[src/rtl/vm_pkg.sv]
// Shared types and helpers for the vending-machine controller.
//   vm_state_e   : controller states
//   COIN_IDX_W   : width of a coin denomination index
//   COIN_VAL_W   : width of one packed coin value
//   price_of()   : extract one price from a packed price vector
//   coin_val_of(): extract one coin value from the packed coin table
package vm_pkg;

  typedef enum logic [1:0] {
    IDLE     = 2'd0,
    CREDIT   = 2'd1,
    DISPENSE = 2'd2,
    CHANGE   = 2'd3
  } vm_state_e;

  localparam int COIN_IDX_W   = 2;
  localparam int COIN_VAL_W   = 8;
  localparam int MAX_CREDIT_W = 16;
  // Widest packed price vector the helper accepts (8 products x 16 bits).
  localparam int PRICE_VEC_W  = 128;

  function automatic logic [MAX_CREDIT_W-1:0] price_of(
    input logic [PRICE_VEC_W-1:0] prices,
    input int unsigned            credit_w,
    input int unsigned            id
  );
    logic [PRICE_VEC_W-1:0] shifted;
    shifted = prices >> (id * credit_w);
    return MAX_CREDIT_W'(shifted) & MAX_CREDIT_W'((32'd1 << credit_w) - 32'd1);
  endfunction

  function automatic logic [COIN_VAL_W-1:0] coin_val_of(
    input logic [4*COIN_VAL_W-1:0] vals,
    input logic [COIN_IDX_W-1:0]   idx
  );
    return vals[idx*COIN_VAL_W +: COIN_VAL_W];
  endfunction

endpackage

[src/rtl/vm_if.sv]
// Front-end / controller bundle for the vending-machine controller.
//   master : front end (coin, selection, cancel, actuator ready) -> controller
//   slave  : controller side (dispense request, credit, status pulses)
interface vm_if #(
  parameter int N_PROD   = 4,
  parameter int CREDIT_W = 6
);
  localparam int ID_W = (N_PROD > 1) ? $clog2(N_PROD) : 1;

  logic                        coin_valid;
  logic [vm_pkg::COIN_IDX_W-1:0] coin_sel;
  logic                        sel_valid;
  logic [ID_W-1:0]             sel_id;
  logic                        cancel;
  logic                        disp_ready;
  logic                        disp_valid;
  logic [ID_W-1:0]             disp_id;
  logic [CREDIT_W-1:0]         credit;
  logic                        coin_reject;
  logic                        err_insuf;
  logic                        change_pulse;

  modport master (
    output coin_valid, coin_sel, sel_valid, sel_id, cancel, disp_ready,
    input  disp_valid, disp_id, credit, coin_reject, err_insuf, change_pulse
  );

  modport slave (
    input  coin_valid, coin_sel, sel_valid, sel_id, cancel, disp_ready,
    output disp_valid, disp_id, credit, coin_reject, err_insuf, change_pulse
  );

endinterface

[src/rtl/vm_credit_acc.sv]
// Saturating credit accumulator.
//   clk, rst      : clock, async active-high reset
//   add_en/add_val: add a coin (caller only asserts add_en when accept_o is high)
//   sub_en/sub_val: subtract a product price
//   dec_en        : subtract one unit (change return)
//   clr_en        : clear to zero, overrides everything else
//   credit_o      : current credit
//   accept_o      : the offered coin fits without exceeding full scale
//   next_zero_o   : credit will be zero after this cycle
module vm_credit_acc import vm_pkg::*; #(
  parameter int CREDIT_W = 6
) (
  input  logic                  clk,
  input  logic                  rst,
  input  logic                  add_en,
  input  logic [COIN_VAL_W-1:0] add_val,
  input  logic                  sub_en,
  input  logic [CREDIT_W-1:0]   sub_val,
  input  logic                  dec_en,
  input  logic                  clr_en,
  output logic [CREDIT_W-1:0]   credit_o,
  output logic                  accept_o,
  output logic                  next_zero_o
);

  // Wide enough for credit + any coin value with no wrap.
  localparam int SUM_W = ((CREDIT_W > COIN_VAL_W) ? CREDIT_W : COIN_VAL_W) + 1;
  localparam logic [SUM_W-1:0] CREDIT_MAX = SUM_W'((1 << CREDIT_W) - 1);

  logic [CREDIT_W-1:0] credit_q, credit_d;
  logic [SUM_W-1:0]    coin_sum;
  logic [SUM_W-1:0]    next_full;

  assign coin_sum = SUM_W'(credit_q) + SUM_W'(add_val);
  assign accept_o = (coin_sum <= CREDIT_MAX);

  // Price is only subtracted after a grant (credit >= price), so the
  // coin+price combination never goes negative.
  always_comb begin
    next_full = SUM_W'(credit_q);
    if (add_en) next_full = coin_sum;
    if (sub_en) next_full = next_full - SUM_W'(sub_val);
    if (dec_en) next_full = next_full - SUM_W'(1);
    if (clr_en) next_full = '0;
    credit_d = CREDIT_W'(next_full);
  end

  assign next_zero_o = (credit_d == '0);
  assign credit_o    = credit_q;

  always_ff @(posedge clk or posedge rst) begin
    if (rst) credit_q <= '0;
    else     credit_q <= credit_d;
  end

endmodule

[src/rtl/vm_multi_product_fsm.sv]
// Vending-machine controller: coin intake, product selection against a
// per-product price, dispense handshake and (optionally) unit change return.
//   clk, rst : clock, async active-high reset
//   bus      : vm_if.slave (coin/selection/cancel/ready in; dispense,
//              credit and status pulses out)
// Optional feature macro: VM_CHANGE_RETURN_EN
//   defined   : leftover credit after a dispense, or on cancel, is paid back
//               one unit per cycle on change_pulse (CHANGE state)
//   undefined : leftover credit is kept; cancel clears credit; change_pulse = 0
//
// state    | meaning
// IDLE     | credit is zero
// CREDIT   | credit is non-zero, waiting for coins/selection/cancel
// DISPENSE | disp_valid held until the actuator takes it
// CHANGE   | returning credit one unit per cycle (macro builds only)
module vm_multi_product_fsm import vm_pkg::*; #(
  parameter int                       N_PROD    = 4,
  parameter int                       CREDIT_W  = 6,
  parameter logic [4*COIN_VAL_W-1:0]  COIN_VALS = {8'd10, 8'd5, 8'd2, 8'd1},
  parameter logic [N_PROD*CREDIT_W-1:0] PRICES  = {6'd12, 6'd9, 6'd5, 6'd3}
) (
  input logic clk,
  input logic rst,
  vm_if.slave bus
);

  localparam int ID_W = (N_PROD > 1) ? $clog2(N_PROD) : 1;

  vm_state_e           state_q;
  logic                disp_valid_q;
  logic [ID_W-1:0]     disp_id_q;
  logic                coin_reject_q;
  logic                err_insuf_q;

  logic [CREDIT_W-1:0]   credit;
  logic [CREDIT_W-1:0]   price;
  logic [COIN_VAL_W-1:0] coin_val;
  logic                  accept;
  logic                  next_zero;
  logic                  open_st;
  logic                  cancel_hit;
  logic                  sel_live;
  logic                  id_ok;
  logic                  grant;
  logic                  refuse;
  logic                  coin_take;
  logic                  handshake;
  logic                  dec_en;
  logic                  clr_en;

  assign coin_val = coin_val_of(COIN_VALS, bus.coin_sel);
  assign price    = CREDIT_W'(price_of(PRICE_VEC_W'(PRICES), CREDIT_W, 32'(bus.sel_id)));

  assign open_st    = (state_q == IDLE) || (state_q == CREDIT);
  assign cancel_hit = bus.cancel && (state_q == CREDIT);
  // Cancel wins over a selection in the same cycle.
  assign sel_live   = bus.sel_valid && open_st && !cancel_hit;
  assign id_ok      = 32'(bus.sel_id) < N_PROD;
  // Price is checked against the credit before any same-cycle coin lands.
  assign grant      = sel_live && id_ok && (credit >= price);
  assign refuse     = sel_live && !grant;
  // A coin arriving with a cancel is bounced rather than silently absorbed.
  assign coin_take  = bus.coin_valid && open_st && !cancel_hit && accept;
  assign handshake  = disp_valid_q && bus.disp_ready;

`ifdef VM_CHANGE_RETURN_EN
  logic change_pulse_q;
  assign dec_en = (state_q == CHANGE) && (credit != '0);
  assign clr_en = 1'b0;
`else
  assign dec_en = 1'b0;
  assign clr_en = cancel_hit;
`endif

  vm_credit_acc #(
    .CREDIT_W (CREDIT_W)
  ) u_credit_acc (
    .clk         (clk),
    .rst         (rst),
    .add_en      (coin_take),
    .add_val     (coin_val),
    .sub_en      (grant),
    .sub_val     (price),
    .dec_en      (dec_en),
    .clr_en      (clr_en),
    .credit_o    (credit),
    .accept_o    (accept),
    .next_zero_o (next_zero)
  );

  always_ff @(posedge clk or posedge rst) begin
    if (rst) begin
      state_q        <= IDLE;
      disp_valid_q   <= 1'b0;
      disp_id_q      <= '0;
      coin_reject_q  <= 1'b0;
      err_insuf_q    <= 1'b0;
`ifdef VM_CHANGE_RETURN_EN
      change_pulse_q <= 1'b0;
`endif
    end else begin
      coin_reject_q  <= bus.coin_valid && !coin_take;
      err_insuf_q    <= refuse;
`ifdef VM_CHANGE_RETURN_EN
      change_pulse_q <= dec_en;
`endif
      case (state_q)
        IDLE, CREDIT: begin
          if (cancel_hit) begin
`ifdef VM_CHANGE_RETURN_EN
            state_q <= CHANGE;
`else
            state_q <= IDLE;
`endif
          end else if (grant) begin
            state_q      <= DISPENSE;
            disp_valid_q <= 1'b1;
            disp_id_q    <= bus.sel_id;
          end else begin
            state_q <= next_zero ? IDLE : CREDIT;
          end
        end
        DISPENSE: begin
          if (handshake) begin
            disp_valid_q <= 1'b0;
`ifdef VM_CHANGE_RETURN_EN
            state_q <= next_zero ? IDLE : CHANGE;
`else
            state_q <= next_zero ? IDLE : CREDIT;
`endif
          end
        end
`ifdef VM_CHANGE_RETURN_EN
        CHANGE: begin
          if (next_zero) state_q <= IDLE;
        end
`endif
        default: state_q <= IDLE;
      endcase
    end
  end

  assign bus.disp_valid  = disp_valid_q;
  assign bus.disp_id     = disp_id_q;
  assign bus.credit      = credit;
  assign bus.coin_reject = coin_reject_q;
  assign bus.err_insuf   = err_insuf_q;
`ifdef VM_CHANGE_RETURN_EN
  assign bus.change_pulse = change_pulse_q;
`else
  assign bus.change_pulse = 1'b0;
`endif

endmodule

[src/flat_wrapper.sv]
// flat-port wrapper written by rule: the top's interface ports become plain ports
module vm_multi_product_fsm_flat import vm_pkg::*;
#(
  parameter int                       N_PROD    = 4,
  parameter int                       CREDIT_W  = 6,
  parameter logic [4*COIN_VAL_W-1:0]  COIN_VALS = {8'd10, 8'd5, 8'd2, 8'd1},
  parameter logic [N_PROD*CREDIT_W-1:0] PRICES  = {6'd12, 6'd9, 6'd5, 6'd3}
)
  (clk, rst, bus_coin_valid, bus_coin_sel, bus_sel_valid, bus_sel_id, bus_cancel, bus_disp_ready, bus_disp_valid, bus_disp_id, bus_credit, bus_coin_reject, bus_err_insuf, bus_change_pulse);
  vm_if #(.N_PROD(N_PROD), .CREDIT_W(CREDIT_W)) bus_i ();
  input logic clk;
  input logic rst;
  input wire logic [$bits(bus_i.coin_valid)-1:0] bus_coin_valid;
  input wire logic [$bits(bus_i.coin_sel)-1:0] bus_coin_sel;
  input wire logic [$bits(bus_i.sel_valid)-1:0] bus_sel_valid;
  input wire logic [$bits(bus_i.sel_id)-1:0] bus_sel_id;
  input wire logic [$bits(bus_i.cancel)-1:0] bus_cancel;
  input wire logic [$bits(bus_i.disp_ready)-1:0] bus_disp_ready;
  output wire logic [$bits(bus_i.disp_valid)-1:0] bus_disp_valid;
  output wire logic [$bits(bus_i.disp_id)-1:0] bus_disp_id;
  output wire logic [$bits(bus_i.credit)-1:0] bus_credit;
  output wire logic [$bits(bus_i.coin_reject)-1:0] bus_coin_reject;
  output wire logic [$bits(bus_i.err_insuf)-1:0] bus_err_insuf;
  output wire logic [$bits(bus_i.change_pulse)-1:0] bus_change_pulse;
  assign bus_i.coin_valid = bus_coin_valid;
  assign bus_i.coin_sel = bus_coin_sel;
  assign bus_i.sel_valid = bus_sel_valid;
  assign bus_i.sel_id = bus_sel_id;
  assign bus_i.cancel = bus_cancel;
  assign bus_i.disp_ready = bus_disp_ready;
  assign bus_disp_valid = bus_i.disp_valid;
  assign bus_disp_id = bus_i.disp_id;
  assign bus_credit = bus_i.credit;
  assign bus_coin_reject = bus_i.coin_reject;
  assign bus_err_insuf = bus_i.err_insuf;
  assign bus_change_pulse = bus_i.change_pulse;
  vm_multi_product_fsm #(.N_PROD(N_PROD), .CREDIT_W(CREDIT_W), .COIN_VALS(COIN_VALS), .PRICES(PRICES)) u_core (.clk(clk), .rst(rst), .bus(bus_i));
endmodule
[config.mk]
export PLATFORM = sky130hd
export DESIGN_NAME = vm_multi_product_fsm_flat
export DESIGN_NICKNAME = d
export VERILOG_FILES = /design/src/rtl/vm_pkg.sv /design/src/rtl/vm_if.sv /design/src/rtl/vm_credit_acc.sv /design/src/rtl/vm_multi_product_fsm.sv /design/src/flat_wrapper.sv
export SDC_FILE = /design/constraint.sdc
export NUM_CORES = 1
export LEC_CHECK = 0
export CAP_MARGIN = 30
export CORE_MARGIN = 3
export CORE_UTILIZATION = 50
export DETAILED_ROUTE_END_ITERATION = 8
export GPL_TIMING_DRIVEN = 1
export PLACE_DENSITY = 0.77
export SKIP_CTS_REPAIR_TIMING = 1
export SYNTH_ARGS = -nofsm -noshare
export SYNTH_HDL_FRONTEND = slang
export SYNTH_SLANG_ARGS = --single-unit
[constraint.sdc]
create_clock -name clk -period 4.3 [get_ports clk]
set_clock_uncertainty 0.1 [all_clocks]
set_input_delay 0.43 -clock clk [delete_from_list [all_inputs] [get_ports clk]]
set_output_delay 0.43 -clock clk [all_outputs]
set_load 0.05 [all_outputs]
# Yosys cells after proc, flatten, opt, wreduce, memory -nomap -nowiden
# Index checks and enable logic that the tools add are counted.
[totals]
word_cells = 51
out_inout_bits = 12
ff_bits = 13
input_bits = 10
[op_classes]
reduce_logical = 20
mul = 1
n_eq_ne = 5
shifts = 2
n_addsub = 2
mux = 12
magnitude_cmp = 2
n_bitwise = 1
[ops]
columns = ["cell", "count"]
rows = [
  ["32-bit by 6-bit variable part select with 8-bit output (first input constant)", 1],
  ["22-bit by 5-bit right shift with 6-bit output (first input constant)", 1],
  ["6-bit two-way mux", 3],
  ["1-bit logical AND", 10],
  ["6-bit by 8-bit adder with 9-bit output", 1],
  ["9-bit by 6-bit <= comparator with 1-bit output (second input constant)", 1],
  ["6-bit greater-or-equal comparator", 1],
  ["6-bit logical NOT", 1],
  ["2-bit two-way mux", 3],
  ["6-bit subtractor", 1],
  ["2-bit by 2-bit multiplier with 4-bit output (second input constant)", 1],
  ["1-bit two-way mux", 4],
  ["2-bit by 1-bit != test with 1-bit output (second input constant)", 2],
  ["2-bit one-hot mux with 2 select lines", 1],
  ["4-bit AND reduction", 1],
  ["1-bit logical NOT", 3],
  ["3-bit AND reduction", 1],
  ["2-bit by 1-bit equality test with 1-bit output (second input constant)", 1],
  ["2-bit equality test (second input constant)", 1],
  ["2-bit logical NOT", 1],
  ["2-bit != test (second input constant)", 1],
  ["1-bit one-hot mux with 2 select lines", 1],
  ["2-bit nonzero test", 1],
  ["2-bit OR reduction", 1],
  ["other kinds (2)", 2],
]

# Longest topological paths before layout
[logic_depth]
ltp_word = 14
ltp_mapped = 16

# Modules after synthesis
# A second synthesis with hierarchy kept.
[hier_totals]
cells_unflattened = 196
area_unflattened_um2 = 1650.3
[modules_own_cells]
columns = ["mod", "n_inst", "seq_area_each_um2", "cells_each", "area_per_inst_um2"]
rows = [
  ["vm_credit_acc", 1, 150.1, 140, 1144.8],
  ["vm_multi_product_fsm", 1, 175.2, 56, 505.5],
]

# Worst setup path before layout
# OpenSTA, ideal clock, no wires.
[synth_path]
kind = "reg2reg"
start = "reg u_core.u_credit_acc.credit_q[0] (netlist: u_core.u_credit_acc.credit_o[0])"
end = "reg u_core.state_q[0]"
synth_period_minus_slack_ps = 3649
path_stages_with_launch = 15
setup_time_ps = 133
path_slack_ps = 651
t_arrival_ps = 3417
path_cell_list = "dfrtp_1 -> ha_1 -> inv_1 -> fa_1 -> and2b_1 -> o2111a_1 -> nor2_1 -> mux2_2 -> ha_1 -> a21oi_1 -> a21bo_2 -> nand4b_1 -> o211a_1 -> o21ai_0 -> a31oi_1"
[synth_via]
elab_chain_len = 12
elab_cells_between_ends = 15
classes_between = "2 x add/sub; 2 x order compare; 8 x mux; 3 x reduce/logical"
[synth_rtl]
columns = ["item", "line", "text"]
rows = [
  ["from (decl)", "vm_credit_acc.sv:30", "logic [CREDIT_W-1:0] credit_q, credit_d;"],
  ["from (signal assigned)", "vm_credit_acc.sv:53", "else credit_q <= credit_d;"],
  ["6-bit by 8-bit adder with 9-bit output", "vm_credit_acc.sv:34", "assign coin_sum = SUM_W'(credit_q) + SUM_W'(add_val);"],
  ["9-bit by 6-bit <= comparator with 1-bit output", "vm_credit_acc.sv:35", "assign accept_o = (coin_sum <= CREDIT_MAX);"],
  ["1-bit logical AND", "vm_multi_product_fsm.sv:63", "assign coin_take = bus.coin_valid && open_st && !cancel_hit && accept;"],
  ["6-bit two-way mux", "vm_credit_acc.sv:41", "if (add_en) next_full = coin_sum;"],
  ["6-bit subtractor", "vm_credit_acc.sv:42", "if (sub_en) next_full = next_full - SUM_W'(sub_val);"],
  ["6-bit two-way mux", "vm_credit_acc.sv:42", ""],
  ["6-bit two-way mux", "vm_credit_acc.sv:44", "if (clr_en) next_full = '0;"],
  ["6-bit logical NOT", "vm_credit_acc.sv:48", "assign next_zero_o = (credit_d == '0);"],
  ["1-bit two-way mux", "vm_multi_product_fsm.sv:120, vm_multi_product_fsm.sv:129", ""],
  ["2-bit two-way mux", "vm_multi_product_fsm.sv:115", "end else if (grant) begin"],
  ["2-bit two-way mux", "vm_multi_product_fsm.sv:109", "if (cancel_hit) begin"],
  ["2-bit one-hot mux with 2 select lines *", "vm_multi_product_fsm.sv:107", "case (state_q)"],
  ["to (signal assigned)", "vm_multi_product_fsm.sv:120", "state_q <= next_zero ? IDLE : CREDIT;"],
  ["to (signal assigned)", "vm_multi_product_fsm.sv:129", "state_q <= next_zero ? IDLE : CREDIT;"],
  ["to (decl)", "vm_multi_product_fsm.sv:29", "vm_state_e state_q;"],
]
# Mark *: on every way between the ends. The rest lies on a longest branch, timed or not. The select of a mux whose other input is x is not followed.
# A chain may end at the register's enable or synchronous reset.

# Worst setup path in the final report
[layout_path]
start = "in bus_coin_sel[0]"
end = "reg u_core.state_q[0]"
[layout_via]
elab_chain_len = 13
elab_cells_between_ends = 14
classes_between = "2 x add/sub; 1 x order compare; 1 x shift; 8 x mux; 2 x reduce/logical"
[layout_rtl]
columns = ["item", "line", "text"]
rows = [
  ["from (decl)", "flat_wrapper.sv:14", "input wire logic [$bits(bus_i.coin_sel)-1:0] bus_coin_sel;"],
  ["32-bit by 6-bit variable part select with 8-bit output *", "vm_pkg.sv:36", "return vals[idx*COIN_VAL_W +: COIN_VAL_W];"],
  ["6-bit by 8-bit adder with 9-bit output *", "vm_credit_acc.sv:34", ""],
  ["9-bit by 6-bit <= comparator with 1-bit output", "vm_credit_acc.sv:35", ""],
  ["1-bit logical AND", "vm_multi_product_fsm.sv:63", ""],
  ["6-bit two-way mux *", "vm_credit_acc.sv:41", ""],
  ["6-bit subtractor", "vm_credit_acc.sv:42", ""],
  ["6-bit two-way mux *", "vm_credit_acc.sv:42", ""],
  ["6-bit two-way mux *", "vm_credit_acc.sv:44", ""],
  ["6-bit logical NOT *", "vm_credit_acc.sv:48", ""],
  ["1-bit two-way mux *", "vm_multi_product_fsm.sv:120, vm_multi_product_fsm.sv:129", ""],
  ["2-bit two-way mux", "vm_multi_product_fsm.sv:115", ""],
  ["2-bit two-way mux", "vm_multi_product_fsm.sv:109", ""],
  ["2-bit one-hot mux with 2 select lines *", "vm_multi_product_fsm.sv:107", ""],
]
# Marks and branches as above.

==> metrics.md <==
| Metric | Value |
|---|---|
| Outcome | `completed` |
| Diodes inserted | `0` |
| Leakage | `0.680 nW` |
| Non-filler cells, final | `~190` |
| Routed length per instance | `about 16 um` |
| Vias per cell | `5.94` |
| Area grow syn2layout | `20.3%` |
| Critical path's largest stage delay | `0.53 ns` |
| Maximum clock frequency | `250 MHz` |
| H-tree depth | `1` |
| Crit path DAT | `about 4.1 ns` |
| Top post-synthesis cells by area | `dfrtp_1 (27%), ha_1 (12%), nand2_1 (4.4%), o21ai_0 (4.1%), inv_1 (3.7%)` |
| Post-synth EDFFs | `0` |
| PortBufs | `20` |
| Rows | `17` |
| Post-layout util | `0.644` |
| M1 WL | `1.28 mm` |
| Crit path cell chain | `clkdlybuf4s50_1 > inv_1 > ha_1 > inv_1 > fa_1 > and2b_1 > o2111a_1 > nor2_2 > mux2_2 > ha_1 > a21oi_1 > a21bo_2 > nand4b_1 > o211a_1 > o21ai_0 > a31oi_1` |
| Yosys warnings | `0` |
| Crit. End Element | `flip-flop` |
| Global-route usage over all layers | `0.220` |
| RSZ-0062 raised after global routing | `false` |
| Type of the worst setup path | `input pin to flip-flop` |
| Final HPWL DP | `2.40 mm` |
| Tcrit/Tclk final | `0.931` |
| Final setup viols | `0` |
| Post-synthesis async set-or-reset flop share | `1.00` |
| Antenna violation net count after detailed routing | `0` |
| Internal power | `0.567 mW` |
| Final number of max-transition violations | `0` |
| Gr ovfl total | `0` |
| Worst-margin pin slew | `0.523 ns` |
| # IOs | `22` |
| Core area | `0.00225 sq mm` |
| Switch share | `0.520` |
| CP Launch Point | `bus_coin_sel[0]` |
| CP max FO | `6` |
| Sw power | `between 0.6 and 0.7 mW` |
| Hold_ws | `0.384 ns` |
| Ys flop type | `dfrtp_1` |
| Met3 wire length | `192 um` |
| DIE HEIGHT | `55.1 um` |
| Worst hold path class | `input pin to asynchronous set/reset pin` |
| R2R setup slack | `0.65 ns` |
| CTS Root Cell | `clkbuf_4` |
| Maximum VDD drop | `between 0.4 and 0.5 mV` |
| Initial Util | `0.536` |
| Largest net degree at the start of global routing | `14` |
| Post-synthesis cell count | `138` |
| Total routed wirelength | `2.96 mm` |
| Placed Cells | `roughly 180` |
| Worst EP required | `between 4 and 5 ns` |
| DR vias | `roughly 1,100` |
| Reg-to-reg startpoint | `u_core.u_credit_acc.credit_o[0]` |
| Unique masters post-synth | `44` |
| Slowest stage cell, crit path | `clkdlybuf4s50_1` |
| CTS tree | `built` |
| Initial antenna violation count | `0` |
| Syn_nets | `162` |
| Clock power frac | `0.066` |
| Clock latency on the worst-skew pair | `0.28 ns` |
| DRC | `0` |
| Avg Cell Area, Syn | `between 8 and 9 sq um` |
| Power Dens Cells | `813 mW/mm^2` |
| Vias in the first global route | `990` |
| Highest routed layer | `met4` |
| Register clock-pin slew on the reported worst setup and hold paths | `0.09 ns` |
| Cell area after synthesis | `0.00121 sq mm` |
| Sequential-to-total area share from yosys stat | `0.269` |
| Dominant cell type by area after synthesis | `dfrtp_1` |
| Metal2 WL | `roughly 1.4 mm` |
| R2R cell count | `14` |
| CP Launch Type | `input pin` |
| Reg2Reg Capture Point | `u_core.state_q[0]` |
| Die Span X | `around 55 um` |
| Max Cap Violations | `0` |
| Relative slew slack | `0.643` |
| CTS sink cnt | `13` |
| First-pass GRT wire length | `approximately 4.7 mm` |
| Fin. Hold Viols | `0` |
| Post-synth top area share | `0.269` |
| Layout cells sized above 1 | `0.106` |
| Synthesized flop and latch total | `13` |
| Worst setup path endpoint | `u_core.state_q[0]` |
| Comb power frac | `0.732` |
| Num CTS Buffers | `3` |
| 1st-iter DRT viols | `35` |
| Die Area | `0.00304 sq mm` |
| Clk buf depth | `2` |
| Final Net Count | `185` |
| Routability cong. | `0.930` |
| Min Tclk post-route | `4.01 ns` |
| First-pass iteration count of the detailed router | `4` |
| Sequential share of power | `0.202` |
power groups by stage:
stage               sequential (mW)  clock (mW)  combinational, mW
floorplan                     0.377           0              0.498
global placement              0.240           0              0.823
detailed placement            0.242           0              0.849
CTS                           0.239      0.0788              0.855
global route                  0.252      0.0869              0.933
finish                        0.239      0.0782              0.864
metal layers:
layer,up-vias,global-route usage
li1,541,-
met2,51,0.354
met5,-,0
met3,11,0.0375
met4,0,0.101
met1,513,0.285
metrics by stage:
step | setup TNS, ns | setup slack (ns) | area, sq um | power (mW)
after global routing | 0 | 0.0144 | 1450 | 1.27
after floorplan | 0 | 0.651 | 1210 | 0.876
after CTS | 0 | 0.260 | 1450 | 1.17
after global placement | 0 | 0.159 | 1420 | 1.06
after detailed placement | -0.0443 | -0.0443 | 1420 | 1.09
final | 0 | 0.295 | 1450 | 1.18
final cells by class:
type                       instances  area [sq um]
multi-input combinational        111           821
inverter                          12          45.0
tap                               28          35.0
clock buffer                       4          26.3
sequential                        13           325
timing repair buffer              20           200
fill                             193           802
cell usage in the layout (no fill, tap or decap), types with 3 or more instances in the layout:
master           synthesis  final
clkbuf_4                 0      3
clkdlybuf4s50_1          0     20
nor2_1                   8      7
xnor2_1                  4      4
ha_1                    12     12
nand3_1                  4      4
or2_2                    3      3
nor2b_1                  3      3
nand4b_1                 3      3
a21oi_1                  7      7
mux2_2                   3      3
and2_1                   3      3
dfrtp_1                 13     13
nand2_1                 14     14
a211oi_1                 3      3
o21ai_0                 10     10
inv_1                   12     12
sequential cells by signal (all words and copies together) (netlist names):
register / flops
u_core.state_q: 2
u_core.bus.disp_id: 2
u_core.bus.disp_valid: 1
u_core.bus.err_insuf: 1
u_core.u_credit_acc.credit_o: 6
u_core.bus.coin_reject: 1
worst min-delay path by stage:
stage	startpoint	endpoint	slack, ns	cells past startpoint
4_1_cts	u_core.bus.disp_id[1]	u_core.bus.disp_id[1]	0.39	2
5_1_grt	rst	u_core.bus.err_insuf	0.42	2
6_report	rst	u_core.bus.err_insuf	0.38	2
2_1_floorplan	rst	u_core.bus.coin_reject	0.21	1
3_5_place_dp	u_core.bus.disp_id[1]	u_core.bus.disp_id[1]	0.37	2
3_3_place_gp	u_core.bus.disp_id[0]	u_core.bus.disp_id[0]	0.37	2
synth_stat cells, drive strengths merged (3+ instances only):
library cell and instances:
nor2b 3, or2 3, xnor2 4, dfrtp 13, o21ai 10, nand4b 3, nand2 14, a211oi 3
mux2 3, nand3 4, and2 4, a21oi 8, nor2 8, inv 12, ha 12
critical path: cells and delay by family:
| kind | cells | cell delay, ns |
|---|---|---|
| compound gates | 6 | 1.22 |
| fa+ha+maj | 3 | 0.71 |
| buf+inv | 3 | 0.70 |
| simple gates | 3 | 0.60 |
| mux | 1 | 0.39 |
cells by family (layout without fill, tap and decap cells):
| logic type | Yosys count | in the layout | share of synthesized area |
|---|---|---|---|
| fa+ha+maj | 14 | 14 | 0.158 |
| other cells | 1 | 1 | 0.00311 |
| simple gates | 51 | 51 | 0.235 |
| mux | 3 | 3 | 0.0280 |
| flops | 13 | 13 | 0.269 |
| buf+inv | 14 | 36 | 0.0528 |
| xor+xnor | 5 | 5 | 0.0363 |
| compound gates | 37 | 37 | 0.218 |
No activity file was read; power rests on OpenSTA's default activity.
